[src/rtl/v33_bus_responder.sv]
// rtl/v33_bus_responder.sv - V33 bus slave turning CPU bus cycles into backend req/ack transactions
// Optional feature macro: BUS_TIMEOUT_EN (backend ack timeout in ACCESS)
module v33_bus_responder #(
    parameter int WAIT_MIN = 0,
    parameter bit BUS16    = 1'b1,
    parameter int TIMEOUT  = 255
) (
    input  logic        clk,
    input  logic        n_reset,
    input  logic        ce_1,
    input  logic        ce_2,
    input  logic        n_bcyst,
    input  logic        n_dstb,
    input  logic        r_w,
    input  logic        m_io,
    input  logic        n_ube,
    input  logic [23:0] addr,
    input  logic [15:0] cpu_dout,
    output logic        n_ready,
    output logic        bs16,
    output logic [15:0] cpu_din,
    output logic        mem_req,
    input  logic        mem_ack,
    output logic [23:0] mem_addr,
    output logic [15:0] mem_wdata,
    output logic [1:0]  mem_be,
    output logic        mem_we,
    output logic        mem_io,
    input  logic [15:0] mem_rdata,
    output logic        protocol_err
);

    if (WAIT_MIN < 0 || WAIT_MIN > 15) begin : g_bad_wait_min
        $error("v33_bus_responder: WAIT_MIN must be within 0..15");
    end
    if (TIMEOUT < 1 || TIMEOUT > 255) begin : g_bad_timeout
        $error("v33_bus_responder: TIMEOUT must be within 1..255");
    end

    typedef enum logic [1:0] {
        S_IDLE   = 2'd0,
        S_ACCESS = 2'd1,
        S_READY  = 2'd2,
        S_END    = 2'd3
    } state_t;

    state_t      state_q,    state_d;
    logic [3:0]  wait_q,     wait_d;
    logic        ack_seen_q, ack_seen_d;
    logic        n_ready_q,  n_ready_d;
    logic        bs16_q,     bs16_d;
    logic [15:0] cpu_din_q,  cpu_din_d;
    logic        mem_req_q,  mem_req_d;
    logic [23:0] addr_q,     addr_d;
    logic [15:0] wdata_q,    wdata_d;
    logic [1:0]  be_q,       be_d;
    logic        we_q,       we_d;
    logic        io_q,       io_d;
    logic        err_q,      err_d;
    logic        ack_hit;

`ifdef BUS_TIMEOUT_EN
    localparam logic [7:0] TMO_LAST = 8'(TIMEOUT - 1);
    logic [7:0]  tmo_q, tmo_d;
`endif

    always_comb begin
        state_d    = state_q;
        wait_d     = wait_q;
        ack_seen_d = ack_seen_q;
        n_ready_d  = n_ready_q;
        bs16_d     = bs16_q;
        cpu_din_d  = cpu_din_q;
        mem_req_d  = mem_req_q;
        addr_d     = addr_q;
        wdata_d    = wdata_q;
        be_d       = be_q;
        we_d       = we_q;
        io_d       = io_q;
        err_d      = 1'b0;
        ack_hit    = ack_seen_q | mem_ack;
`ifdef BUS_TIMEOUT_EN
        tmo_d      = tmo_q;
`endif

        case (state_q)
            S_IDLE: begin
                if (ce_1 && !n_bcyst) begin
                    addr_d     = {addr[23:1], 1'b0};
                    wdata_d    = cpu_dout;
                    be_d       = {~n_ube, ~addr[0]};
                    we_d       = ~r_w;
                    io_d       = ~m_io;
                    mem_req_d  = 1'b1;
                    bs16_d     = BUS16;
                    wait_d     = 4'(WAIT_MIN);
                    ack_seen_d = 1'b0;
`ifdef BUS_TIMEOUT_EN
                    tmo_d      = 8'd0;
`endif
                    state_d    = S_ACCESS;
                end
            end
            S_ACCESS: begin
                // Ack is sampled every clk; the ce_1 exit test also sees an ack on that same clk.
                if (mem_ack && !ack_seen_q) begin
                    ack_seen_d = 1'b1;
                    mem_req_d  = 1'b0;
                    if (!we_q) cpu_din_d = mem_rdata;
                end
                if (ce_1) begin
                    if (ack_hit && wait_q == 4'd0) begin
                        n_ready_d = 1'b0;
                        state_d   = S_READY;
                    end
`ifdef BUS_TIMEOUT_EN
                    else if (!ack_hit && tmo_q == TMO_LAST) begin
                        mem_req_d = 1'b0;
                        if (!we_q) cpu_din_d = 16'hFFFF;
                        n_ready_d = 1'b0;
                        err_d     = 1'b1;
                        state_d   = S_READY;
                    end
                    tmo_d = tmo_q + 8'd1;
`endif
                    if (wait_q != 4'd0) wait_d = wait_q - 4'd1;
                end
            end
            S_READY: begin
                if (ce_1) begin
                    n_ready_d = 1'b1;
                    state_d   = S_END;
                end
            end
            S_END: begin
                if (ce_1 && n_dstb) begin
                    bs16_d  = 1'b0;
                    state_d = S_IDLE;
                end
            end
            default: state_d = S_IDLE;
        endcase

        // The V33 drives write data late, so keep tracking it during the data strobe.
        if (ce_2 && !n_dstb && state_q != S_IDLE && we_q) wdata_d = cpu_dout;

        if (mem_ack && state_q != S_ACCESS) err_d = 1'b1;
        if (ce_1 && !n_bcyst && state_q != S_IDLE) err_d = 1'b1;
    end

    always_ff @(posedge clk or negedge n_reset) begin
        if (!n_reset) begin
            state_q    <= S_IDLE;
            wait_q     <= 4'd0;
            ack_seen_q <= 1'b0;
            n_ready_q  <= 1'b1;
            bs16_q     <= 1'b0;
            cpu_din_q  <= 16'd0;
            mem_req_q  <= 1'b0;
            addr_q     <= 24'd0;
            wdata_q    <= 16'd0;
            be_q       <= 2'd0;
            we_q       <= 1'b0;
            io_q       <= 1'b0;
            err_q      <= 1'b0;
`ifdef BUS_TIMEOUT_EN
            tmo_q      <= 8'd0;
`endif
        end else begin
            state_q    <= state_d;
            wait_q     <= wait_d;
            ack_seen_q <= ack_seen_d;
            n_ready_q  <= n_ready_d;
            bs16_q     <= bs16_d;
            cpu_din_q  <= cpu_din_d;
            mem_req_q  <= mem_req_d;
            addr_q     <= addr_d;
            wdata_q    <= wdata_d;
            be_q       <= be_d;
            we_q       <= we_d;
            io_q       <= io_d;
            err_q      <= err_d;
`ifdef BUS_TIMEOUT_EN
            tmo_q      <= tmo_d;
`endif
        end
    end

    assign n_ready      = n_ready_q;
    assign bs16         = bs16_q;
    assign cpu_din      = cpu_din_q;
    assign mem_req      = mem_req_q;
    assign mem_addr     = addr_q;
    assign mem_wdata    = wdata_q;
    assign mem_be       = be_q;
    assign mem_we       = we_q;
    assign mem_io       = io_q;
    assign protocol_err = err_q;

endmodule
[config.mk]
export PLATFORM = sky130hd
export DESIGN_NAME = v33_bus_responder
export DESIGN_NICKNAME = d
export VERILOG_FILES = /design/src/rtl/v33_bus_responder.sv
export SDC_FILE = /design/constraint.sdc
export NUM_CORES = 1
export LEC_CHECK = 0
export CAP_MARGIN = 20
export CORE_MARGIN = 2
export CORE_UTILIZATION = 40
export CTS_BUF_LIST = sky130_fd_sc_hd__clkbuf_16
export DETAILED_ROUTE_END_ITERATION = 8
export GPL_TIMING_DRIVEN = 0
export PLACE_DENSITY = 0.77
export SYNTH_ARGS = -nofsm -noshare
export SYNTH_HDL_FRONTEND = slang
export SYNTH_SLANG_ARGS = --single-unit
export TNS_END_PERCENT = 10
[constraint.sdc]
create_clock -name clk -period 3.49 [get_ports clk]
set_clock_uncertainty 0.2 [all_clocks]
set_input_delay 0.5235 -clock clk [delete_from_list [all_inputs] [get_ports clk]]
set_output_delay 0.5235 -clock clk [all_outputs]
set_load 0.03 [all_outputs]
==> results.md, run 1 <==
* Core outline area at 7253 sq um
* Total Wirelength at 7.035 mm
* Peak VDD IR at 0.4549 mV
* CP Cell Sequence: inv_1 > ha_1 > buf_6 > and3b_1 > buf_6 > a31oi_4 > buf_12 > mux2_4
* Post-place instance area at 4378 sq um
* Synth-to-Final Area Change at 55.24%
* Initial antenna violation count at 0
* Worst reg-to-reg path cell count at 8
* CTS buffer count at 9
* Clock slew at reported path FFs at 0.06 ns
* IO Pins at 130
* FF-to-FF End: mem_wdata[15]
* Longest Clk Path Bufs at 2
* Htree depth at 3
* Final period util at 65.63%
* PwrDens at 1017 nW/um^2
* Crit start category: flop
* Die footprint at 8170 sq um
* Status: finished clean
* Final slew viol count at 0
* Post-synth EDFFs at 0
* Max_slew headroom at 40.75%
* Setup Buffers After CTS at 0
* Nets at 463
* Die width at 90.39 um
* Filler instances at 587
* Critical path fanouts, max at 10
* Mapped Avg Cell Area at 11.80 sq um
* Final HPWL DP at 5.146 mm
* Final total power at 4.715 mW
* Ys Warns at 0
* Number of I/O port buffers at 127
* Yosys reg bits at 70
* Clk Latency, worst-skew pair at 0.31 ns
* Mapped cell area at 2985 sq um
* First-pass GRT wire length at 11.80 mm
* Maxcap violations at 0
* Post-Synthesis Cells at 253
* Reg2reg start: state_q[1]
* Synth async-reset ratio at 100.0%
* Slowest-stage cell, CP: dfrtp_1
* Gr ovfl total at 0
* Final Hold Fails at 0
* Pleak at 2.105 nW
* # diodes at 0
* Cts hold-fix bufs at 0
* Post-synth cell types at 37
* Top cell by count, worst path: buf_6
* Synth top area cells: dfrtp_1 58%, nand2_1 9.9%, mux2_2 8.3%
* Root Buffer: clkbuf_16
* Crit path kind: flop to flop
* Largest net degree at the start of global routing at 71
* Row count at 31
* Post-CTS Resized at 0
* CTS tree: done
* Mean routed wirelength per cell at 14.24 um
* Final Instance Area at 4634 sq um
* Worst-margin pin slew at 0.8887 ns
* Post-Place Cells at 479
* Hold Crit Class: input port to async pin
* Setup violations, final at 0
* Initial Utilization at 41.16%
* Drt initial violations at 80
* CP required at 3.48 ns
* Final cell count without fillers at 494
* Pre-antenna DRT Iters at 5
* CP bufs+invs at 4
* Top-area cell type share of the netlist area at 57.84%
* Count leader, synth: nand2_1
* Final min period at 2.291 ns
* DR vias/cell at 4.690
* Post-route DRC at 0
* CP Capture Type: flop
* Max incr delay on CP at 0.40 ns
* Largest delay share family, worst path: buffers and inverters
* Die Height at 90.39 um
* GRT Total Usage at 18.14%
* Top post-synthesis cells by count: 79 x nand2_1, 69 x dfrtp_1, 22 x mux2_2
* R2r setup slk at 1.20 ns
* Share of cells above drive strength 1 at 15.19%
* Post-synth net total at 325
* Yosys top cell by area: dfrtp_1
* Post-synth top flop: dfrtp_1
* Via Count at 2317
* Vias in the first global route at 2370
* Routability cong. at 0.8189
* Seq/Total Area, Yosys at 58.72%
* Worst hold slack at 0.1136 ns
* TritonCTS Sinks at 70
* Worst Path Arrival at 2.28 ns
* Post-route ant nets at 0
* Peak Freq at 436.6 MHz
* Unrepaired setup endpoints after global routing: false
==> cells by family (layout without fill, tap and decap cells) <==
logic type                 count (synthesis)  count (layout)  synth area share, %
other                                      1               1               0.1256
and+or+nand+nor                           96              96                13.83
adders and majority gates                  6               6                2.515
AOI/OAI and AO/OA                         25              25                6.329
buffers and inverters                     21             163                4.317
muxes                                     34              34                14.17
DFF                                       70              70                58.72
==> layout make-up <==
cell class	instances	area [sq um]	share of cell area, %
well taps	99	123.9	2.673
flip-flops and latches	70	1753	37.82
plain buffers	12	95.09	2.052
repair buffers	127	1269	27.38
clock inverters	6	31.28	0.6749
clock buffers	9	225.2	4.860
multi-input cells	162	1104	23.81
inverters	9	33.78	0.7289
==> registers in the layout, indices dropped and copies added, names as in the netlist <==
register,flops
mem_req,1
n_ready,1
mem_we,1
mem_be,2
cpu_din,16
state_q,2
bs16,1
mem_io,1
mem_addr,23
mem_wdata,16
protocol_err,1
ack_seen_q,1
wait_q,4
==> report_power, final <==
group / switching (mW) / internal, mW / total [mW]
Sequential: 0.232 / 1.22 / 1.45
Clock: 0.315 / 0.468 / 0.783
Combinational: 1.34 / 1.14 / 2.48
==> metrics by stage <==
step	worst slack (ns)	util (%)	setup TNS, ns
2_1_floorplan	1.392	-	0
3_3_place_gp	-0.6951	60.39	-47.70
3_5_place_dp	0.8740	60.36	0
4_1_cts	1.175	63.90	0
5_1_grt	1.075	63.90	0
6_report	1.199	63.90	0
==> how the worst max path moves through the flow <==
stage	from	end	slack, ns	cells past startpoint
global placement	n_reset	state_q[0]	-0.70	1
CTS	state_q[1]	mem_wdata[15]	1.18	8
floorplan	state_q[0]	mem_wdata[10]	1.39	8
global route	state_q[1]	cpu_din[7]	1.07	6
detailed placement	mem_ack	cpu_din[7]	0.87	5
finish	state_q[1]	mem_wdata[15]	1.20	8
==> metal layers <==
metal,up-vias,part of all wire (%),track usage (%)
met2,85,50,30.64
met5,-,0,0
li1,1116,-,-
met4,0,0.45,5.000
met3,4,6.5,5.342
met1,1112,43,22.80
==> layout by cell type, fill, tap and decap left out, types with 2 or more instances in the layout <==
master,Yosys,final
ha_1,6,6
mux2_2,22,22
o21ai_0,6,6
clkbuf_16,0,9
clkdlybuf4s50_1,0,126
nand3b_1,2,2
a21oi_1,4,4
o2bb2ai_1,2,2
nand2_1,79,79
a22oi_1,2,2
clkbuf_1,5,5
buf_6,4,4
clkinv_2,0,4
inv_1,9,10
buf_4,1,2
a22o_1,2,2
nand2b_1,2,2
dfrtp_1,69,69
mux2_4,11,11
nor2_1,6,6
nand3_1,2,2
==> worst reg2reg max path: cells and delay by family, from the launching register on <==
kind,cells,cell delay [ns]
adders and majority gates,1,0.19
DFF,1,0.40
AOI/OAI and AO/OA,1,0.33
and+or+nand+nor,1,0.18
muxes,1,0.31
buffers and inverters,4,0.57
Note: power is estimated with default switching activity, not from simulation.
==> run 2, diff against run 1 <==
--- a/config.mk
+++ b/config.mk
@@ -7,11 +7,11 @@
 export LEC_CHECK = 0
 export CAP_MARGIN = 20
 export CORE_MARGIN = 2
-export CORE_UTILIZATION = 40
+export CORE_UTILIZATION = 38
 export CTS_BUF_LIST = sky130_fd_sc_hd__clkbuf_16
 export DETAILED_ROUTE_END_ITERATION = 8
 export GPL_TIMING_DRIVEN = 0
-export PLACE_DENSITY = 0.77
+export PLACE_DENSITY = 0.76
 export SYNTH_ARGS = -nofsm -noshare
 export SYNTH_HDL_FRONTEND = slang
 export SYNTH_SLANG_ARGS = --single-unit
==> constraint.sdc (replaced) <==
create_clock -name clk -period 2.1 [get_ports clk]
set_clock_uncertainty 0.2 [all_clocks]
set_input_delay 0.315 -clock clk [delete_from_list [all_inputs] [get_ports clk]]
set_output_delay 0.315 -clock clk [all_outputs]
set_load 0.03 [all_outputs]
==> results.md, run 2 (synthesis gave the netlist of run 1 again) <==
* Total Wirelength at 7.158 mm (+1.7%)
* Longest Clk Path Bufs at 2 (unchanged)
* Routability cong. at 0.8539 (+4.3%)
* Largest net degree at the start of global routing at 71 (unchanged)
* Post-route ant nets at 0 (unchanged)
* Final cell count without fillers at 509 (+3.0%)
* Max incr delay on CP at 0.36 ns (-0.04 ns)
* Initial Utilization at 38.83% (-2.3 points)
* DR vias/cell at 4.640 (-1.1%)
* Reg2reg start: state_q[0]
* CP Cell Sequence: inv_2 > ha_4 > and3b_1 > buf_6 > a31oi_4 > bufbuf_16 > mux2_4
* Die footprint at 8581 sq um (+5.0%)
* Clock slew at reported path FFs at 0.06 ns (about the same)
* IO Pins at 130 (unchanged)
* Die width at 92.64 um (+2.5%)
* Share of cells above drive strength 1 at 18.67% (+3.5 points)
* Synth-to-Final Area Change at 60.90%
* Htree depth at 3 (unchanged)
* Row count at 32 (+3.2%)
* Via Count at 2362 (+1.9%)
* Final total power at 8.171 mW (+73%)
* Pre-antenna DRT Iters at 4 (-1)
* Post-Place Cells at 482 (+0.63%)
* Hold Crit Class: input port to flop
* Number of I/O port buffers at 127 (unchanged)
* Root Buffer: clkbuf_16
* Die Height at 92.64 um (+2.5%)
* Clk Latency, worst-skew pair at 0.32 ns (about the same)
* Initial antenna violation count at 0 (unchanged)
* TritonCTS Sinks at 70 (unchanged)
* PwrDens at 1701 nW/um^2 (+67%)
* Drt initial violations at 48 (-40%)
* Maxcap violations at 0 (unchanged)
* Final slew viol count at 0 (unchanged)
* Peak Freq at 480.2 MHz (+10%)
* FF-to-FF End: mem_wdata[9]
* Final period util at 99.18% (+34 points)
* Worst-margin pin slew at 0.8568 ns (-0.03185 ns)
* Number of flip-flops in the largest register at 23 (unchanged)
* Final Hold Fails at 0 (unchanged)
* R2r setup slk at 0.02 ns (-1.18 ns)
* Commonest cells after routing, fill and taps aside: 125 x clkdlybuf4s50_1, 79 x nand2_1, 69 x dfrtp_1
* Pleak at 2.186 nW (+3.9%)
* First-pass GRT wire length at 11.79 mm (about the same)
* CP Capture Type: flop
* Worst setup path end: mem_wdata[9]
* GRT Total Usage at 17.57% (-0.58 points)
* Final min period at 2.083 ns (-0.2079 ns)
* Mean routed wirelength per cell at 14.06 um (-1.3%)
* Slowest-stage cell, CP: dfrtp_1
* Unrepaired setup endpoints after global routing: true
* Core outline area at 7687 sq um (+6.0%)
* CTS tree: done
* CP required at 2.11 ns (-1.37 ns)
* Critical path fanouts, max at 10 (unchanged)
* Gr ovfl total at 0 (unchanged)
* Crit start category: flop
* Beginning of the critical path: state_q[0]
* Final HPWL DP at 5.008 mm (-2.7%)
* Worst reg-to-reg path cell count at 7 (-1)
* Crit path kind: flop to flop
* Peak VDD IR at 0.8674 mV (+91%)
* Commonest non-fill, non-tap cell in the layout: clkdlybuf4s50_1
* Setup violations, final at 0 (unchanged)
* Status: finished clean
* Vias in the first global route at 2489 (+5.0%)
* Worst Path Arrival at 2.09 ns (-0.19 ns)
* # diodes at 0 (unchanged)
* Nets at 474 (+2.4%)
* Max_slew headroom at 42.88% (+2.1 points)
* Post-route DRC at 0 (unchanged)
* CTS buffer count at 9 (unchanged)
[run 2: area by class of cell]
type / instances / area [sq um]
clock inverters: 7 / 66.31
clock buffers: 9 / 225.2
multi-input cells: 162 / 1124
repair buffers: 139 / 1389
well taps: 102 / 127.6
plain buffers: 11 / 85.08
flip-flops and latches: 70 / 1753
inverters: 9 / 33.78
fillers: 638 / 2884
[run 2: power breakdown]
group	internal, mW	switching, mW	leakage [nW]
clock network	0.910	0.546	0.140
registers	2.03	0.399	0.850
logic	2.02	2.27	1.20
[run 2: how the worst min path moves through the flow]
stage / startpoint / endpoint / slack [ns] / cells after the start
floorplan: n_reset / ack_seen_q / -0.18 / 0
global placement: mem_addr[12] / mem_addr[12] / 0.26 / 2
detailed placement: mem_addr[5] / mem_addr[5] / 0.26 / 2
CTS: ce_1 / protocol_err / 0.08 / 3
global route: ce_1 / n_ready / 0.12 / 2
finish: ce_1 / protocol_err / 0.09 / 3
[run 2: per-layer routing]
metal	vias up	global-route usage [%]	wire length (um)
li1	1134	-	-
met1	1149	21.69	3129
met2	77	30.66	3621
met3	2	3.499	394
met4	0	6.250	12
met5	-	0	0
[run 2: timing repair]
action                                  4_1_cts  5_1_grt
setup buffers                                 8        2
gates cloned                                  1        0
hold endpoints to repair                     69        0
resized for setup                             4        7
endpoints found under the setup margin       28       37
hold buffers                                  1        0
pin swaps                                     1        3
[run 2: through the flow]
stage               util (%)  setup WS (ns)  TNS (ns)  instance area, sq um  hold slack, ns
global placement       57.03         -1.860   -135.18                  4384          0.2584
floorplan                  -       0.002427         0                  2985         -0.1806
CTS                    62.04       -0.07182   -0.3276                  4770         0.07539
global route           62.48       -0.05604   -0.2684                  4803          0.1190
finish                 62.48        0.01732         0                  4803         0.08770
detailed placement     57.00        -0.2977    -6.497                  4382          0.2622
[run 2: worst max-delay path: cells and delay by family (launching register included)]
kind	cells	cell delay (ns)
fa+ha+maj	1	0.19
simple gates	1	0.17
mux	1	0.29
compound gates	1	0.24
buf+inv	3	0.51
flops	1	0.36
